## config.mk

```make
export PLATFORM = sky130hd
export DESIGN_NAME = qbert_move_sequencer
export DESIGN_NICKNAME = d
export VERILOG_FILES = /design/src/rtl/qbert_pkg.sv /design/src/rtl/qbert_jump_fifo.sv /design/src/rtl/qbert_move_sequencer.sv
export SDC_FILE = /design/constraint.sdc
export NUM_CORES = 1
export LEC_CHECK = 0
export BUFFER_PORTS_ARGS = -buffer_cell sky130_fd_sc_hd__buf_2
export CELL_PAD_IN_SITES_DETAIL_PLACEMENT = 1
export CELL_PAD_IN_SITES_GLOBAL_PLACEMENT = 1
export CORE_ASPECT_RATIO = 1.75
export CORE_MARGIN = 5
export CORE_UTILIZATION = 48
export CTS_CLUSTER_SIZE = 14
export DETAILED_ROUTE_END_ITERATION = 10
export PLACE_DENSITY = 0.92
export SYNTH_ARGS = -nofsm -noshare
export SYNTH_HDL_FRONTEND = slang
export SYNTH_SLANG_ARGS = --single-unit
export TNS_END_PERCENT = 20
```

## constraint.sdc

```tcl
create_clock -name iCLK -period 3.7 [get_ports iCLK]
set_input_delay 0.925 -clock iCLK [delete_from_list [all_inputs] [get_ports iCLK]]
set_output_delay 0.925 -clock iCLK [all_outputs]
set_load 0.05 [all_outputs]
```

## src/rtl/qbert_pkg.sv

```systemverilog
// Shared types and constants for the Q*bert move sequencer.
package qbert_pkg;

  typedef enum logic [2:0] {
    IDLE       = 3'd0,
    WAIT_FRAME = 3'd1,
    LAUNCH     = 3'd2,
    MOVING     = 3'd3,
    KO_HOLD    = 3'd4
  } seq_state_t;

  localparam logic [2:0] JMP_UL = 3'd1;
  localparam logic [2:0] JMP_UR = 3'd2;
  localparam logic [2:0] JMP_DL = 3'd3;
  localparam logic [2:0] JMP_DR = 3'd4;

  localparam int unsigned ST_PAUSE   = 1;
  localparam int unsigned JMP_STROBE = 3;

  // Only the four diagonal directions are legal moves.
  function automatic logic jump_valid(input logic [2:0] dir);
    return (dir >= JMP_UL) && (dir <= JMP_DR);
  endfunction

endpackage

```

## src/rtl/qbert_jump_fifo.sv

```systemverilog
// Small synchronous FIFO of 3-bit jump directions; flush wins over push/pop.
module qbert_jump_fifo #(
  parameter int unsigned DEPTH = 4
) (
  input  logic                     iCLK,
  input  logic                     iRST_n,
  input  logic                     push,
  input  logic                     pop,
  input  logic                     flush,
  input  logic [2:0]               wdata,
  output logic [2:0]               head_c,
  output logic                     full_c,
  output logic                     empty_c,
  output logic [$clog2(DEPTH):0]   level
);

  localparam int unsigned AW = $clog2(DEPTH);
  localparam int unsigned LW = AW + 1;

  logic [2:0]    mem [DEPTH];
  logic [AW-1:0] wr_ptr;
  logic [AW-1:0] rd_ptr;
  logic          do_push;
  logic          do_pop;

  assign full_c  = (level == LW'(DEPTH));
  assign empty_c = (level == '0);
  assign head_c  = mem[rd_ptr];
  assign do_push = push && !full_c;
  assign do_pop  = pop && !empty_c;

  always_ff @(posedge iCLK or negedge iRST_n) begin
    if (!iRST_n) begin
      for (int unsigned i = 0; i < DEPTH; i++) mem[i] <= '0;
      wr_ptr <= '0;
      rd_ptr <= '0;
      level  <= '0;
    end else if (flush) begin
      wr_ptr <= '0;
      rd_ptr <= '0;
      level  <= '0;
    end else begin
      if (do_push) begin
        mem[wr_ptr] <= wdata;
        wr_ptr      <= wr_ptr + AW'(1);
      end
      if (do_pop) rd_ptr <= rd_ptr + AW'(1);
      case ({do_push, do_pop})
        2'b10:   level <= level + LW'(1);
        2'b01:   level <= level - LW'(1);
        default: level <= level;
      endcase
    end
  end

endmodule

```

## src/rtl/qbert_move_sequencer.sv

```systemverilog
// Frame-synchronous launcher of queued Q*bert jumps with pause/resume edge
// translation, knockout flush and a MOVING watchdog.
module qbert_move_sequencer
  import qbert_pkg::*;
#(
  parameter int unsigned DEPTH       = 4,
  parameter int unsigned TIMEOUT_CYC = 2_000_000,
  parameter int unsigned CNT_W       = 8
) (
  input  logic                     iCLK,
  input  logic                     iRST_n,
  input  logic                     iEnable,
  input  logic                     iNewFrame,
  input  logic [7:0]               iSPI_jump,
  input  logic [7:0]               iSPI_game_status,
  input  logic                     done_move,
  input  logic [3:0]               KO_qb,
  output logic                     e_start_qb,
  output logic [2:0]               e_jump_qb,
  output logic                     e_pause_qb,
  output logic                     e_resume_qb,
  output logic                     oBusy,
  output logic [$clog2(DEPTH):0]   oLevel,
  output logic [CNT_W-1:0]         oDropCnt,
  output logic [CNT_W-1:0]         oRejCnt,
  output logic                     oTimeout,
  output logic [2:0]               oState
);

  localparam int unsigned TW = $clog2(TIMEOUT_CYC + 1);

  seq_state_t    state, state_d;
  logic          strobe_q, cap_vld, pause_q, first_q;
  logic [2:0]    cap_dir;
  logic [TW-1:0] tmo_cnt;
  logic          pop_c, push_c, tmo_hit_c, ko_c, dir_ok_c;
  logic [2:0]    head_c;
  logic          full_c, empty_c;
  logic          unused_bits;

  assign unused_bits = ^{iSPI_game_status[7:2], iSPI_game_status[0], iSPI_jump[7:4]};
  assign ko_c     = (KO_qb != 4'd0);
  assign dir_ok_c = jump_valid(cap_dir);
  assign push_c   = iEnable && cap_vld && dir_ok_c && !full_c;
  assign oState   = state;

  qbert_jump_fifo #(.DEPTH(DEPTH)) u_fifo (
    .iCLK    (iCLK),
    .iRST_n  (iRST_n),
    .push    (push_c),
    .pop     (pop_c),
    .flush   (!iEnable || ko_c),
    .wdata   (cap_dir),
    .head_c  (head_c),
    .full_c  (full_c),
    .empty_c (empty_c),
    .level   (oLevel)
  );

  always_ff @(posedge iCLK or negedge iRST_n) begin
    if (!iRST_n) state <= IDLE;
    else         state <= state_d;
  end

  // Disable beats knockout, knockout beats every ordinary transition.
  always_comb begin
    state_d   = state;
    pop_c     = 1'b0;
    tmo_hit_c = 1'b0;
    if (!iEnable) begin
      state_d = IDLE;
    end else if (ko_c) begin
      state_d = KO_HOLD;
    end else begin
      case (state)
        IDLE:       if (!empty_c && !pause_q) state_d = WAIT_FRAME;
        WAIT_FRAME: if (iNewFrame && !pause_q) begin
                      pop_c   = 1'b1;
                      state_d = LAUNCH;
                    end
        LAUNCH:     state_d = MOVING;
        MOVING:     if (!first_q && done_move) begin
                      state_d = IDLE;
                    end else if (!pause_q && (tmo_cnt == TW'(TIMEOUT_CYC - 1))) begin
                      tmo_hit_c = 1'b1;
                      state_d   = IDLE;
                    end
        KO_HOLD:    state_d = IDLE;
        default:    state_d = IDLE;
      endcase
    end
  end

  always_ff @(posedge iCLK or negedge iRST_n) begin
    if (!iRST_n) begin
      strobe_q    <= 1'b0;
      cap_vld     <= 1'b0;
      cap_dir     <= '0;
      pause_q     <= 1'b0;
      first_q     <= 1'b0;
      tmo_cnt     <= '0;
      e_start_qb  <= 1'b0;
      e_jump_qb   <= '0;
      e_pause_qb  <= 1'b0;
      e_resume_qb <= 1'b0;
      oBusy       <= 1'b0;
      oTimeout    <= 1'b0;
      oDropCnt    <= '0;
      oRejCnt     <= '0;
    end else begin
      strobe_q    <= iSPI_jump[JMP_STROBE];
      cap_vld     <= iSPI_jump[JMP_STROBE] && !strobe_q;
      cap_dir     <= iSPI_jump[2:0];
      pause_q     <= iSPI_game_status[ST_PAUSE];
      e_pause_qb  <= iSPI_game_status[ST_PAUSE] && !pause_q;
      e_resume_qb <= !iSPI_game_status[ST_PAUSE] && pause_q;
      first_q     <= (state == LAUNCH);
      e_start_qb  <= (state_d == LAUNCH);
      oBusy       <= (state_d == LAUNCH) || (state_d == MOVING) || (state_d == KO_HOLD);
      oTimeout    <= oTimeout || tmo_hit_c;
      if (pop_c) e_jump_qb <= head_c;
      // Watchdog counts unpaused MOVING cycles only.
      if (state == LAUNCH)
        tmo_cnt <= '0;
      else if (state == MOVING && !pause_q && !tmo_hit_c)
        tmo_cnt <= tmo_cnt + TW'(1);
      if (iEnable && cap_vld) begin
        if (!dir_ok_c) begin
          if (oRejCnt != '1) oRejCnt <= oRejCnt + CNT_W'(1);
        end else if (full_c) begin
          if (oDropCnt != '1) oDropCnt <= oDropCnt + CNT_W'(1);
        end
      end
    end
  end

endmodule

```

Yosys cells after proc, flatten, opt, wreduce, memory -nomap -nowiden
Index checks and enable logic that the tools add are counted.
W data, S select, Z words.
Word-level totals
  output and inout port bits: 30
  RAM bits: 0
  memory bits (read-only): 0
  latch bits: 0
  memories kept: 0
  flip-flop bits (word level): 74
  input port bits: 25
Operators by class
  reductions and logical operators: 38
  magnitude comparators: 5
  bitwise operators: 4
  equal/unequal tests: 12
  divide/modulo/power cells: 0
  shift operators: 0
  mux-type cells: 30
  add/subtract/negate cells: 7
  $mul: 0
Operator list (number)
  $mux W21: 2
  $mux W3: 10
  $add A21 B1 Y21 const B: 1
  $eq A21 B21 Y1 const B: 1
  $add A8 B1 Y8 const B: 2
  $logic_and A1 B1 Y1: 16
  $ne A8 B8 Y1 const B: 2
  $bwmux W12: 1
  $eq A3 B2 Y1 const B: 4
  $pmux W3 S4: 1
  $mux W1: 9
  $logic_not A1 Y1: 8
  $mux W2: 4
  $bmux W3 S2: 1
  $demux W3 S2: 1
  $eq A3 B3 Y1 const B: 2
  $ge A3 B3 Y1 const B: 2
  $logic_not A3 Y1: 2
  $not A2 Y3: 2
  $pmux W3 S2: 1
  $reduce_bool A2 Y1: 3
  $add A2 B1 Y2 const B: 2
  $logic_or A1 B1 Y1: 4
  $reduce_and A4 Y1: 1
  other kinds (13): 14

Longest topological paths before layout
  word-level depth: 11
  depth in mapped cells: 9
  gate-level depth less buffers: 9

Cells and area by module
From an unflattened synthesis, not the netlist that was laid out.
Unflattened totals
  cells, all modules: 327
  area total of the unflattened synthesis: 3613.5 um2
Modules (own cells, without submodules)
  qbert_move_sequencer: area an instance 2549.9 um2, times used 1, cells an instance 235
  qbert_jump_fifo: area an instance 1063.5 um2, times used 1, cells an instance 92

Worst setup path before layout
No wires, ideal clock.
  kind: input -> register
  start point: input port KO_qb[1]
  end point: register u_fifo.level[2]
  setup time: 0.078 ns
  cell stages on the path: 9
  arrival time: 2.582 ns
  setup slack: 1.039 ns
  path through: nor4_4 -> and2_1 -> nand3_1 -> nor2_1 -> ha_1 -> fa_1 -> xnor2_1 -> or3_1 -> a21oi_1
Between the ends
  cells in the longest elaborated chain, start to end: 7
  elaborated cells between the ends (all ways): 10
Ends and longest elaborated chain
  from (decl): RTL line qbert_move_sequencer.sv:17  | input logic [3:0] KO_qb,
  $reduce_bool A4 Y1 (*): RTL line qbert_move_sequencer.sv:42  | assign ko_c = (KO_qb != 4'd0);
  $mux W1: RTL line qbert_move_sequencer.sv:72  | end else if (ko_c) begin
  $mux W1: RTL line qbert_move_sequencer.sv:70  | if (!iEnable) begin
  $logic_and A1 B1 Y1: RTL line qbert_jump_fifo.sv:30  | assign do_pop = pop && !empty_c;
  $eq A2 B1 Y1 or $eq A2 B2 Y1 (tied branches): RTL line qbert_jump_fifo.sv:48  | case ({do_push, do_pop})
  $pmux W3 S2: RTL line qbert_jump_fifo.sv:48
  $mux W3: RTL line qbert_jump_fifo.sv:38  | end else if (flush) begin
  to (signal assigned): RTL line qbert_jump_fifo.sv:49  | 2'b10: level <= level + LW'(1);
  to (signal assigned): RTL line qbert_jump_fifo.sv:50  | 2'b01: level <= level - LW'(1);
  to (signal assigned): RTL line qbert_jump_fifo.sv:51  | default: level <= level;
  to (decl): RTL line qbert_jump_fifo.sv:14  | output logic [$clog2(DEPTH):0] level
Mark *: on every way between the ends. The rest lies on a longest branch, timed or not.
A chain may end at the register's enable or synchronous reset.

Worst setup path after layout
Same ends and word-level chain as after synthesis.

==> metrics.md <==
| Metric | Value |
|---|---|
| Die ar. | 9320 um2 |
| Post-synth EDFFs | 0 |
| Post-Layout Cell Count | 445 |
| Post-synth top area cell | dfrtp_1 |
| RePlAce Congestion | 0.798 |
| Sequential power share | 44.8% |
| Overflow after GRT | 0 |
| Max_slew headroom | 38.0% |
| CP max stage delay | 0.37 ns |
| First-pass GRT wire length | 14800 um |
| Die W | 75.2 um |
| Clock Tree Buf Depth | 2 |
| Kind of critical path | input port to flip-flop |
| Netlist cell types | 56 |
| Drt first pass iters | 4 |
| Worst setup SP type | input port |
| Mean Syn Cell Area | 11.7 um2 |
| RSZ-0062 raised after global routing | false |
| Status | completed |
| Largest net degree at the start of global routing | 75 |
| Hold Path Class | flip-flop to flip-flop |
| Critical path depth | 10 |
| Layout Area Growth over Synthesis | 17.2% |
| Worst skew pair latency | 0.33 ns |
| Top-area cell type share of the netlist area | 51.9% |
| Comb pwr share | 9.6% |
| Cell area power density | 467 nW/um2 |
| Initial core utilization | 49.3% |
| Hold-fix buffers, CTS | 0 |
| Tcrit/Tclk final | 77.7% |
| Int Pwr | 1450 uW |
| Share of cells above drive strength 1 | 25.3% |
| Register bit total from synthesis | 74 |
| Sw Share | 25.9% |
| Async SR Flop Fraction | 100% |
| TritonCTS buffer count | 9 |
| Post-Route Setup TNS | 0 ns |
| Crit. End Element | flip-flop |
| Diode count | 0 |
| Data arrival time of the worst path | 3.12 ns |
| Leakage power | 0.00194 uW |
| R2R Path End | u_fifo.level[2] |
| Total Routing Usage GR | 21.5% |
| Final Max Tran Viols | 0 |
| Sequential area share after synthesis | 51.9% |
| Root Driver | clkbuf_16 |
| Post-placement cell count | 429 |
| Clk pin slew, worst setup/hold paths | 0.06 ns |
| Design Power | 1950 uW |
| # clock sinks | 74 |
| Fillcell total | 775 |
| Post-Syn Nets | 338 |
| DRT antenna net count | 0 |
| Vias | 2680 |
| # DRC | 0 |
| CP startpoint | KO_qb[1] |
| Flop2flop setup slack | 0.88 ns |
| Initial DRC count | 125 |
| Avg WL per Cell | 20.4 um |
| Top Family by Delay on Critical Path | simple AND/OR/NAND/NOR gates |
| Area contributors post-synth | dfrtp_1 52%, mux2_2 5.4%, xnor2_1 4.7% |
| Crit-path slowest cell | nor4_4 |
| Hold_ws | 0.407 ns |
| Die Y-Extent | 124 um |
| Worst setup endpoint | u_fifo.level[2] |
| Max Clock Skew | 0.00628 ns |
| Post-Syn Area | 3570 um2 |
| Worst EP required | 3.95 ns |
| Final hold viol count | 0 |
| R2R depth | 9 |
| Final nets | 388 |
| Max cap viols | 0 |
| Synth Flop Type | dfrtp_1 |
| Syn. warnings | 0 |
| Routed WL | 9070 um |
| Peak VDD IR | 0.000251 V |
| RR Startpoint | cap_dir[0] |
| Core Area | 7230 um2 |
| CTS resizes | 0 |
| Vias in the first global route | 2961 |
| Post-Synthesis Cells | 304 |
| FMAX | 348 MHz |
| Post-DP HPWL | 6390 um |
| Number of I/O port buffers | 43 |
| Total I/O pin count | 55 |
| H-tree levels | 3 |
| Critical path buffer and inverter count | 1 |
| CP cell instances | buf_2 > nor4_4 > and2_1 > nand3_1 > nor2_1 > ha_1 > fa_1 > xnor2_1 > or3_1 > a21oi_1 |
| TritonCTS clock tree | done |
| Worst-margin pin slew | 0.930 ns |
| Clk pwr share | 45.5% |
| Vias/cell | 6.02 |
| Placement row count | 41 |
| Maximum fanout along the worst path | 6 |
| Min Tclk post-route | 2.88 ns |
| Post-CTS Repair Setup Buffers | 0 |
| Setup Viol. Count Final | 0 |
| Switching power | 506 uW |
| Initial antenna violation count | 0 |
power groups by stage:
stage	combinational (uW)	sequential, uW	clock [uW]
floorplan	46.6	955	0
global placement	181	883	0
detailed placement	190	889	0
CTS	191	874	908
global route	203	879	940
finish	188	876	889
cells by family after synthesis:
kind of cell               Yosys count  share of synthesized area [%]
AOI/OAI and AO/OA                   33                           7.33
xor gates and xnor gates            28                           6.87
adders and majority gates            9                           3.37
buffers and inverters               12                           1.54
DFF                                 74                           51.9
muxes                               24                           8.38
and+or+nand+nor                    124                           20.6
routing by layer:
layer / wire length [um] / global-route usage (%)
met4: 267 / 10.6
met1: 3380 / 23.5
met2: 5160 / 38.6
met3: 265 / 3.80
met5: 0 / 0
worst min-delay path by stage:
stage	start	endpoint	slack, ns	depth (start not counted)
3_3_place_gp	strobe_q	cap_vld	0.39	1
4_1_cts	strobe_q	cap_vld	0.41	1
2_1_floorplan	strobe_q	cap_vld	0.38	1
3_5_place_dp	strobe_q	cap_vld	0.40	1
5_1_grt	strobe_q	cap_vld	0.41	1
6_report	strobe_q	cap_vld	0.41	1
stage by stage:
stage	instance area (um2)	util, %	setup WS, ns
after global routing	4180	57.8	0.669
after CTS	4180	57.8	0.817
after floorplan	3570	-	1.04
after detailed placement	3870	53.5	0.508
after global placement	3870	53.5	0.613
final	4180	57.8	0.825
placed cells by master (no fill, tap or decap), drive strengths merged, types with 2 or more instances in the layout:
cell type,count
a211oi,2
a21oi,7
a311oi,2
and2,2
and2b,2
and3,10
and4,2
buf,45
clkbuf,12
clkinvlp,2
dfrtp,74
ha,8
inv,6
mux2,17
mux2i,4
mux4,3
nand2,19
nand3,11
nand3b,2
nand4,20
nor2,23
nor2b,3
nor3,6
nor3b,2
nor4,5
nor4b,3
o211ai,4
o21a,2
o21ai,6
o311ai,3
o41ai,2
or3,5
xnor2,19
xor2,9
flip-flops by register name (all words and copies together), names as in the netlist, 3 cells and up:
name and count:
cap_dir 3, u_fifo.level 3, tmo_cnt 21, oDropCnt 8
u_fifo.mem 12, oRejCnt 8, e_jump_qb 3, oState 3
area by class of cell:
| type | instances | area (um2) | share of cell area (%) |
|---|---|---|---|
| Clock buffer | 12 | 256 | 6.14 |
| Sequential cell | 74 | 1850 | 44.3 |
| Timing Repair Buffer | 45 | 230 | 5.51 |
| Inverter | 6 | 22.5 | 0.539 |
| Tap cell | 86 | 108 | 2.57 |
| Clock inverter | 4 | 50.0 | 1.20 |
| Multi-Input combinational cell | 218 | 1660 | 39.7 |
synthesized netlist by cell type, drive strengths merged (2+ instances only):
master / instances
dfrtp: 74
nor2: 23
nand4: 20
nand2: 19
xnor2: 19
mux2: 17
nand3: 11
and3: 10
xor2: 9
ha: 8
a21oi: 7
inv: 6
nor3: 6
o21ai: 6
nor4: 5
or3: 5
mux2i: 4
o211ai: 4
buf: 3
clkbuf: 3
mux4: 3
nor2b: 3
nor4b: 3
o311ai: 3
a211oi: 2
a311oi: 2
and2: 2
and2b: 2
and4: 2
nand3b: 2
nor3b: 2
o21a: 2
o41ai: 2
Power figures use the tool's default switching activity.
